File: config.mk
export PLATFORM = sky130hd
export DESIGN_NAME = acq_trig_sequencer
export DESIGN_NICKNAME = d
export VERILOG_FILES = /design/src/rtl/acq_trig_sequencer.sv
export SDC_FILE = /design/constraint.sdc
export NUM_CORES = 1
export LEC_CHECK = 0
export CAP_MARGIN = 20
export CORE_MARGIN = 2
export CORE_UTILIZATION = 65
export CTS_CLUSTER_DIAMETER = 200
export DETAILED_ROUTE_END_ITERATION = 6
export DONT_BUFFER_PORTS = 1
export PLACE_DENSITY = 0.81
export SLEW_MARGIN = 0
export SYNTH_ARGS = -nofsm -noshare
export SYNTH_HDL_FRONTEND = slang
export SYNTH_SLANG_ARGS = --single-unit
File: constraint.sdc
create_clock -name rxclk -period 5.95 [get_ports rxclk]
set_clock_uncertainty 0.15 [all_clocks]
set_input_delay 1.19 -clock rxclk [delete_from_list [all_inputs] [get_ports rxclk]]
set_output_delay 1.19 -clock rxclk [all_outputs]
set_load 0.005 [all_outputs]
File: src/rtl/acq_trig_sequencer.sv
// ---------------------------------------------------------------------------
// acq_trig_sequencer
//   Sequences one acquisition around the qualified trigger:
//   PRE (pre-trigger fill) -> ARMED (wait for trigger edge or auto timeout)
//   -> POST (post-trigger fill) -> DONE (hold until readout acknowledges).
//   Drives the capture-buffer write enable and records the sample index at
//   which the trigger was accepted.
//
// Optional build macro:
//   ACQ_TRIG_TIMESTAMP_EN - adds trig_ts, a free-running 48-bit rxclk count
//                           captured on the accepted/forced trigger cycle.
//
// Ports:
//   rxclk, rst_n      sample clock, async active-low reset
//   start, stop       begin acquisition (IDLE only) / abort (highest priority)
//   single_mode       1: DONE -> IDLE on rd_ack, 0: DONE -> rearm
//   auto_mode         force a trigger after auto_timeout ARMED cycles
//   pre_num/post_num  samples written before arming / after trigger
//   auto_timeout      ARMED cycles before forced trigger (0 = never)
//   trig_in           qualified trigger level
//   rd_ack            readout done with the buffer (only seen in DONE)
//   wr_en             sample write enable (PRE, ARMED, POST)
//   trigged           trigger accepted, held until DONE is left
//   auto_trig         last trigger was forced by timeout
//   acq_done          high while in DONE
//   trig_pos          sample index of the accepted trigger
//   state_o           current state encoding
//   trig_ts           (macro only) timestamp of the accepted trigger
// ---------------------------------------------------------------------------
module acq_trig_sequencer #(
    parameter int CNT_W   = 32,
    parameter int STATE_W = 3
) (
    input  logic               rxclk,
    input  logic               rst_n,
    input  logic               start,
    input  logic               stop,
    input  logic               single_mode,
    input  logic               auto_mode,
    input  logic [CNT_W-1:0]   pre_num,
    input  logic [CNT_W-1:0]   post_num,
    input  logic [CNT_W-1:0]   auto_timeout,
    input  logic               trig_in,
    input  logic               rd_ack,
    output logic               wr_en,
    output logic               trigged,
    output logic               auto_trig,
    output logic               acq_done,
    output logic [CNT_W-1:0]   trig_pos,
    output logic [STATE_W-1:0] state_o
`ifdef ACQ_TRIG_TIMESTAMP_EN
    ,
    output logic [47:0]        trig_ts
`endif
);

    localparam logic [2:0] S_IDLE  = 3'd0;
    localparam logic [2:0] S_PRE   = 3'd1;
    localparam logic [2:0] S_ARMED = 3'd2;
    localparam logic [2:0] S_POST  = 3'd3;
    localparam logic [2:0] S_DONE  = 3'd4;

    logic [2:0]       state, state_nxt;
    logic             trig_prev;
    logic [CNT_W-1:0] pre_q, post_q, to_q;
    logic             single_q, auto_q;
    logic [CNT_W-1:0] idx;      // write-sample index
    logic [CNT_W-1:0] cnt;      // PRE/POST phase counter
    logic [CNT_W-1:0] to_cnt;   // ARMED cycle counter for auto trigger

    logic edge_det, auto_en, auto_fire, trig_acc;
    logic pre_hit, post_hit, cfg_load;

    assign wr_en    = (state == S_PRE) || (state == S_ARMED) || (state == S_POST);
    assign acq_done = (state == S_DONE);
    assign state_o  = STATE_W'(state);

    always_comb begin
        edge_det  = trig_in & ~trig_prev;
        auto_en   = auto_q && (to_q != '0);
        auto_fire = (state == S_ARMED) && auto_en && (to_cnt == to_q - 1'b1);
        trig_acc  = (state == S_ARMED) && (edge_det || auto_fire);
        pre_hit   = (cnt == pre_q - 1'b1);
        post_hit  = (cnt == post_q - 1'b1);
        // Config is (re)latched on start from IDLE and on rearm out of DONE.
        cfg_load  = ((state == S_IDLE) && start) ||
                    ((state == S_DONE) && rd_ack && !single_q);
    end

    always_comb begin
        state_nxt = state;
        case (state)
            S_IDLE:  if (start) state_nxt = (pre_num == '0) ? S_ARMED : S_PRE;
            S_PRE:   if (pre_hit) state_nxt = S_ARMED;
            S_ARMED: if (trig_acc) state_nxt = (post_q == '0) ? S_DONE : S_POST;
            S_POST:  if (post_hit) state_nxt = S_DONE;
            S_DONE: begin
                if (rd_ack) begin
                    if (single_q) state_nxt = S_IDLE;
                    else          state_nxt = (pre_num == '0) ? S_ARMED : S_PRE;
                end
            end
            default: state_nxt = S_IDLE;
        endcase
        if (stop) state_nxt = S_IDLE;
    end

    always_ff @(posedge rxclk or negedge rst_n) begin
        if (!rst_n) begin
            state     <= S_IDLE;
            trig_prev <= 1'b0;
            pre_q     <= '0;
            post_q    <= '0;
            to_q      <= '0;
            single_q  <= 1'b0;
            auto_q    <= 1'b0;
            idx       <= '0;
            cnt       <= '0;
            to_cnt    <= '0;
            trig_pos  <= '0;
            trigged   <= 1'b0;
            auto_trig <= 1'b0;
        end else begin
            trig_prev <= trig_in;   // edge history tracks in every state
            state     <= state_nxt;
            if (stop) begin
                trigged <= 1'b0;
            end else if (cfg_load) begin
                pre_q     <= pre_num;
                post_q    <= post_num;
                to_q      <= auto_timeout;
                single_q  <= single_mode;
                auto_q    <= auto_mode;
                idx       <= '0;
                cnt       <= '0;
                to_cnt    <= '0;
                trig_pos  <= '0;
                trigged   <= 1'b0;
                auto_trig <= 1'b0;
            end else begin
                if (wr_en) idx <= idx + 1'b1;

                if ((state == S_PRE && !pre_hit) || (state == S_POST && !post_hit))
                    cnt <= cnt + 1'b1;
                else
                    cnt <= '0;

                if (state != S_ARMED)
                    to_cnt <= '0;
                else if (auto_en)
                    to_cnt <= to_cnt + 1'b1;

                if (trig_acc) begin
                    trig_pos  <= idx;
                    trigged   <= 1'b1;
                    // a real edge on the timeout cycle wins over the forced one
                    auto_trig <= ~edge_det;
                end

                if ((state == S_DONE) && rd_ack) trigged <= 1'b0;
            end
        end
    end

`ifdef ACQ_TRIG_TIMESTAMP_EN
    logic [47:0] ts_cnt;

    always_ff @(posedge rxclk or negedge rst_n) begin
        if (!rst_n) begin
            ts_cnt  <= '0;
            trig_ts <= '0;
        end else begin
            ts_cnt <= ts_cnt + 48'd1;
            if (trig_acc && !stop) trig_ts <= ts_cnt;
        end
    end
`endif

endmodule
Word level (Yosys, flattened, before mapping)
Cells that the tools add are included.
{ "word_totals": {"reg_bits": 232, "inputBits": 104, "output_inout_bits": 39} }
{ "classes": {"addsub": 6, "n_eq_ne": 13, "muxes": 25, "n_bitwise": 4, "n_reduce_logical": 30} }
{ "op_table": {"columns": ["op", "count"], "rows": [
  ["two-way mux 32 bit", 9],
  ["adder 32 x 1 -> 32 bit, second input constant", 3],
  ["== test 32 bit", 3],
  ["subtractor 32 x 1 -> 32 bit, second input constant", 3],
  ["logical NOT 32 bit", 2],
  ["nonzero test 32 bit", 1],
  ["two-way mux 3 bit", 7],
  ["inequality test 3 bit, second input constant", 5],
  ["one-hot mux 3 bit (5 select lines)", 1],
  ["logical AND 1 bit", 9],
  ["AND reduction 2 bit", 4],
  ["== test 3 x 2 -> 1 bit, second input constant", 2],
  ["two-way mux 1 bit", 6],
  ["logical OR 1 bit", 5],
  ["AND reduction 5 bit", 1],
  ["two-way mux 2 bit", 2],
  ["nonzero test 2 bit", 2],
  ["nonzero test 4 bit", 1],
  ["== test 3 x 1 -> 1 bit, second input constant", 1],
  ["== test 3 bit, second input constant", 1],
  ["logical NOT 1 bit", 3],
  ["logical NOT 3 bit", 1],
  ["inequality test 3 x 2 -> 1 bit, second input constant", 1],
  ["inverter 1 bit", 3],
  ["2 further kinds", 2]
]} }

Longest topological paths before layout
{ "logic_depth": {"depth_word": 10, "ltp_mapped": 14} }

Worst setup path before layout
Ideal clock, no wire load.
{ "synth_timing": {"kind": "register -> register", "start": "reg pre_q[6]", "end": "reg cnt[27]", "setup_time_ns": 0.118, "arrival_ns": 3.977, "required_time_ns": 5.682, "setup_slack_ns": 1.705, "path_stages_with_launch": 15, "n_path_buf": 4, "path_cell_list": "dfrtp_1 > buf_6 > or4_4 > or4_1 > clkbuf_2 > or4_1 > a22oi_1 > o211ai_1 > or4_4 > o41ai_4 > a211o_2 > buf_6 > buf_6 > a21oi_2 > a21o_1"} }
{ "synth_between": {"elab_chain_len": 7} }
{ "synth_lines": {"columns": ["item", "line_no", "text"], "rows": [
  ["start, declared", "65", "logic [CNT_W-1:0] pre_q, post_q, to_q;"],
  ["start signal, assigned", "129", "pre_q <= pre_num;"],
  ["subtractor 32 x 1 -> 32 bit", "83", "pre_hit = (cnt == pre_q - 1'b1);"],
  ["== test 32 bit", "83", null],
  ["logical NOT 1 bit", "143", "if ((state == S_PRE && !pre_hit) || (state == S_POST && !post_hit))"],
  ["logical AND 1 bit", "143", null],
  ["logical OR 1 bit", "143", null],
  ["two-way mux 32 bit", "143", null],
  ["two-way mux 32 bit", "128", "end else if (cfg_load) begin"],
  ["end signal, assigned", "144", "cnt <= cnt + 1'b1;"],
  ["end, declared", "68", "logic [CNT_W-1:0] cnt;"]
]} }
Every way passes these cells.
A chain may end at the register's enable or synchronous reset.

Worst setup path after layout
{ "layout_timing": {"start": "reg pre_q[0]", "end": "reg cnt[31]"} }
Same word-level chain as after synthesis.

==> results.cfg <==
[outcome]
status = complete, no violations

[worst_hold_path]
hp-class = input pin to async pin

[global_route]
grt-ovfl-total = 0
grt_start_max_net_pins = 233
grt_pass1_vias = 10700
antenna_found_initial = 1
grt_pass1_wl_um = 53200
grt_usage_pct = 29.1

[power]
p_leak_nw = 6.00
powerDensity_mw_per_mm2 = 412
vdd_drop_max_mv = 0.411

[clocking]
cts_tree = done
cts_buffers = 25
cts_max_level = 1
clock_latency_ns = 0.55
cts_setup_buffers = 0
path_clk_slew_ns = 0.07
ctsResizeCount = 0
ctsHoldBuffers = 0
cts_num_sinks = 232
cts_root_buf = clkbuf_16
clock_path_buffers = 3

[placed_design]
hpwl_um = 23500
placed_cells = 1661
io_buffers = 0
placed_area_sq_mm = 0.0140
gp_congestion = 0.903

[synth]
ys_types = 73
yosysTopAreaCell = dfrtp_1
async_flop_share_pct = 100
netlist_instances = 1463
synth_most_common_cell = dfrtp_1
ys_top_cells_by_count = 232 x dfrtp_1, 121 x mux2_2, 116 x nor2_1
yosysSeqAreaShare_pct = 41.8
synth.area.top_cells = dfrtp_1 42%, mux2_2 9.8%, xor2_1 5.8%
avgSynthCellArea_sq_um = 9.50
synth_top_cell_area_share_pct = 41.8
ys_warn_count = 0
syn_area_sq_mm = 0.0139
synth_edf_count = 0
ys.flop_type = dfrtp_1
ys_seq_elements = 232
synth_fp_nets = 1575

[routing]
dr_total_vias = 10800
postRouteAntennaNets = 0
drcViolationCount = 0
totalWireLength_um = 32800
routedWlPerCell_um = 19.2
drt_iter0_drc = 645
via_per_inst = 6.35
firstDrtPassIters = 5

[critical_path]
cp-start-kind = flop
worstPathArrival_ns = 5.18
worstReg2RegStart = pre_q[0]$_DFFE_PN0P_
cp_data_required_time_ns = 6.22
crit_path_end_kind = flop
crit_path_end = cnt[31]$_DFFE_PN0N_
r2r_setup_slack_ns = 1.04
cp_max_fo = 23
criticalPathCategory = flop to flop
r2r_cells = 12
crit_start = pre_q[0]$_DFFE_PN0P_
r2r_end = cnt[31]$_DFFE_PN0N_

[layout]
num_antenna_cells = 0
final_util_pct = 70.5
multi_input_area_sq_mm = 0.00763
finish.net_count = 1525
regArea_sq_mm = 0.00581
fin_area_sq_mm = 0.0148
synthToLayoutAreaGrowth_pct = 6.55
fillers = 1596
stdcell_count = 1707
final_layout_size_suffix_gt1_share_pct = 13.5

[sta]
slew_headroom_pct = 27.5
slew_violations = 0
min_period_ns = 4.91
setup_violations = 0
worst_pin_slew_ns = 1.09
grt_setup_unrepaired = no
hold_viol = 0
fmax_mhz = 204
fin_tns_setup_ns = 0
period_share_pct = 82.5

[floorplanning]
start_util_pct = 66.1
die_x_um = 150
io-pin-count = 143
dieArea_sq_mm = 0.0226
die_h_um = 150
core_sq_mm = 0.0210
num_rows = 53

[flow_run]
drv_cap = 0
## state kept, by name, summed over array words and instances (netlist names), 3 cells and up
register and cells:
post_q 32, to_cnt 32, pre_q 32, state_o 3, to_q 32, cnt 32
idx 32, trig_pos 32
## cell usage in the layout (no fill, tap or decap), drive strengths merged, types with 12 or more instances in the layout
cell type  count
a211oi        13
a21oi         41
and3          20
clkbuf        31
dfrtp        232
inv           31
mux2         121
nand2        109
nand2b        12
nand3         64
nand4         28
nor2         116
nor2b         46
nor3          45
nor4          50
o21ai         65
or3           37
or4           18
xnor2         74
xor2          92
## per-layer routing
metal	wire length [um]	GRT usage [%]	share of wire, %
met2	16400	50.9	50
met1	13500	36.3	41
met5	11	0	0.033
met4	1020	9.72	3.1
met3	1890	5.52	5.8
## logic make-up (layout without fill, tap and decap cells)
kind of cell,after synthesis,count (layout),synth area share [%]
AND/OR/NAND/NOR,593,593,22.4
buffers and inverters,115,84,3.41
multiplexers,132,132,10.6
AO/OA/AOI/OAI,217,217,10.6
adder cells (fa/ha/maj),8,8,0.720
XOR/XNOR,166,166,10.5
flip-flops,232,232,41.8
## layout make-up
| class | instances | area share (%) |
|---|---|---|
| flip-flops and latches | 232 | 39.2 |
| multi-input cells | 1116 | 51.5 |
| inverters | 30 | 0.760 |
| clock buffers | 31 | 4.71 |
| repair buffers | 8 | 0.490 |
| well taps | 275 | 2.32 |
| clock inverters | 15 | 1.04 |
## worst max-delay path, stage by stage (launching register included)
cell	delay [ns]
dfrtp_1	0.44
inv_1	0.10
ha_1	0.23
or3b_2	0.53
nor4_1	0.70
nand4_1	0.21
a22oi_1	0.25
o211ai_1	0.13
or4_4	0.45
o41ai_4	0.58
a21oi_2	0.39
nor2b_1	0.31
a221o_1	0.31
## power breakdown
| group | internal, mW | switching, mW | leakage (nW) |
|---|---|---|---|
| logic | 0.939 | 0.996 | 2.54 |
| clock network | 0.928 | 0.663 | 0.427 |
| registers | 1.95 | 0.634 | 3.03 |
| total | 3.82 | 2.29 | 6.00 |
## worst min-delay path by stage
stage          cells after the start  slack, ns                        to
2_1_floorplan                      1       0.33     to_cnt[9]$_DFFE_PN0P_
3_3_place_gp                       1       0.34     to_cnt[9]$_DFFE_PN0P_
3_5_place_dp                       1       0.37  trig_pos[31]$_DFFE_PN0P_
4_1_cts                            0       0.19    post_q[29]$_DFFE_PN0P_
5_1_grt                            0       0.19    post_q[29]$_DFFE_PN0P_
6_report                           0       0.20    post_q[29]$_DFFE_PN0P_
## through the flow
step	worst slack [ns]	hold WS, ns	power [mW]
final	1.04	0.200	6.11
after global routing	0.504	0.187	6.47
after CTS	1.13	0.186	6.12
after detailed placement	1.13	0.369	4.51
after global placement	1.27	0.338	4.43
after floorplan	1.70	0.325	4.03
Power figures use the tool's default switching activity.
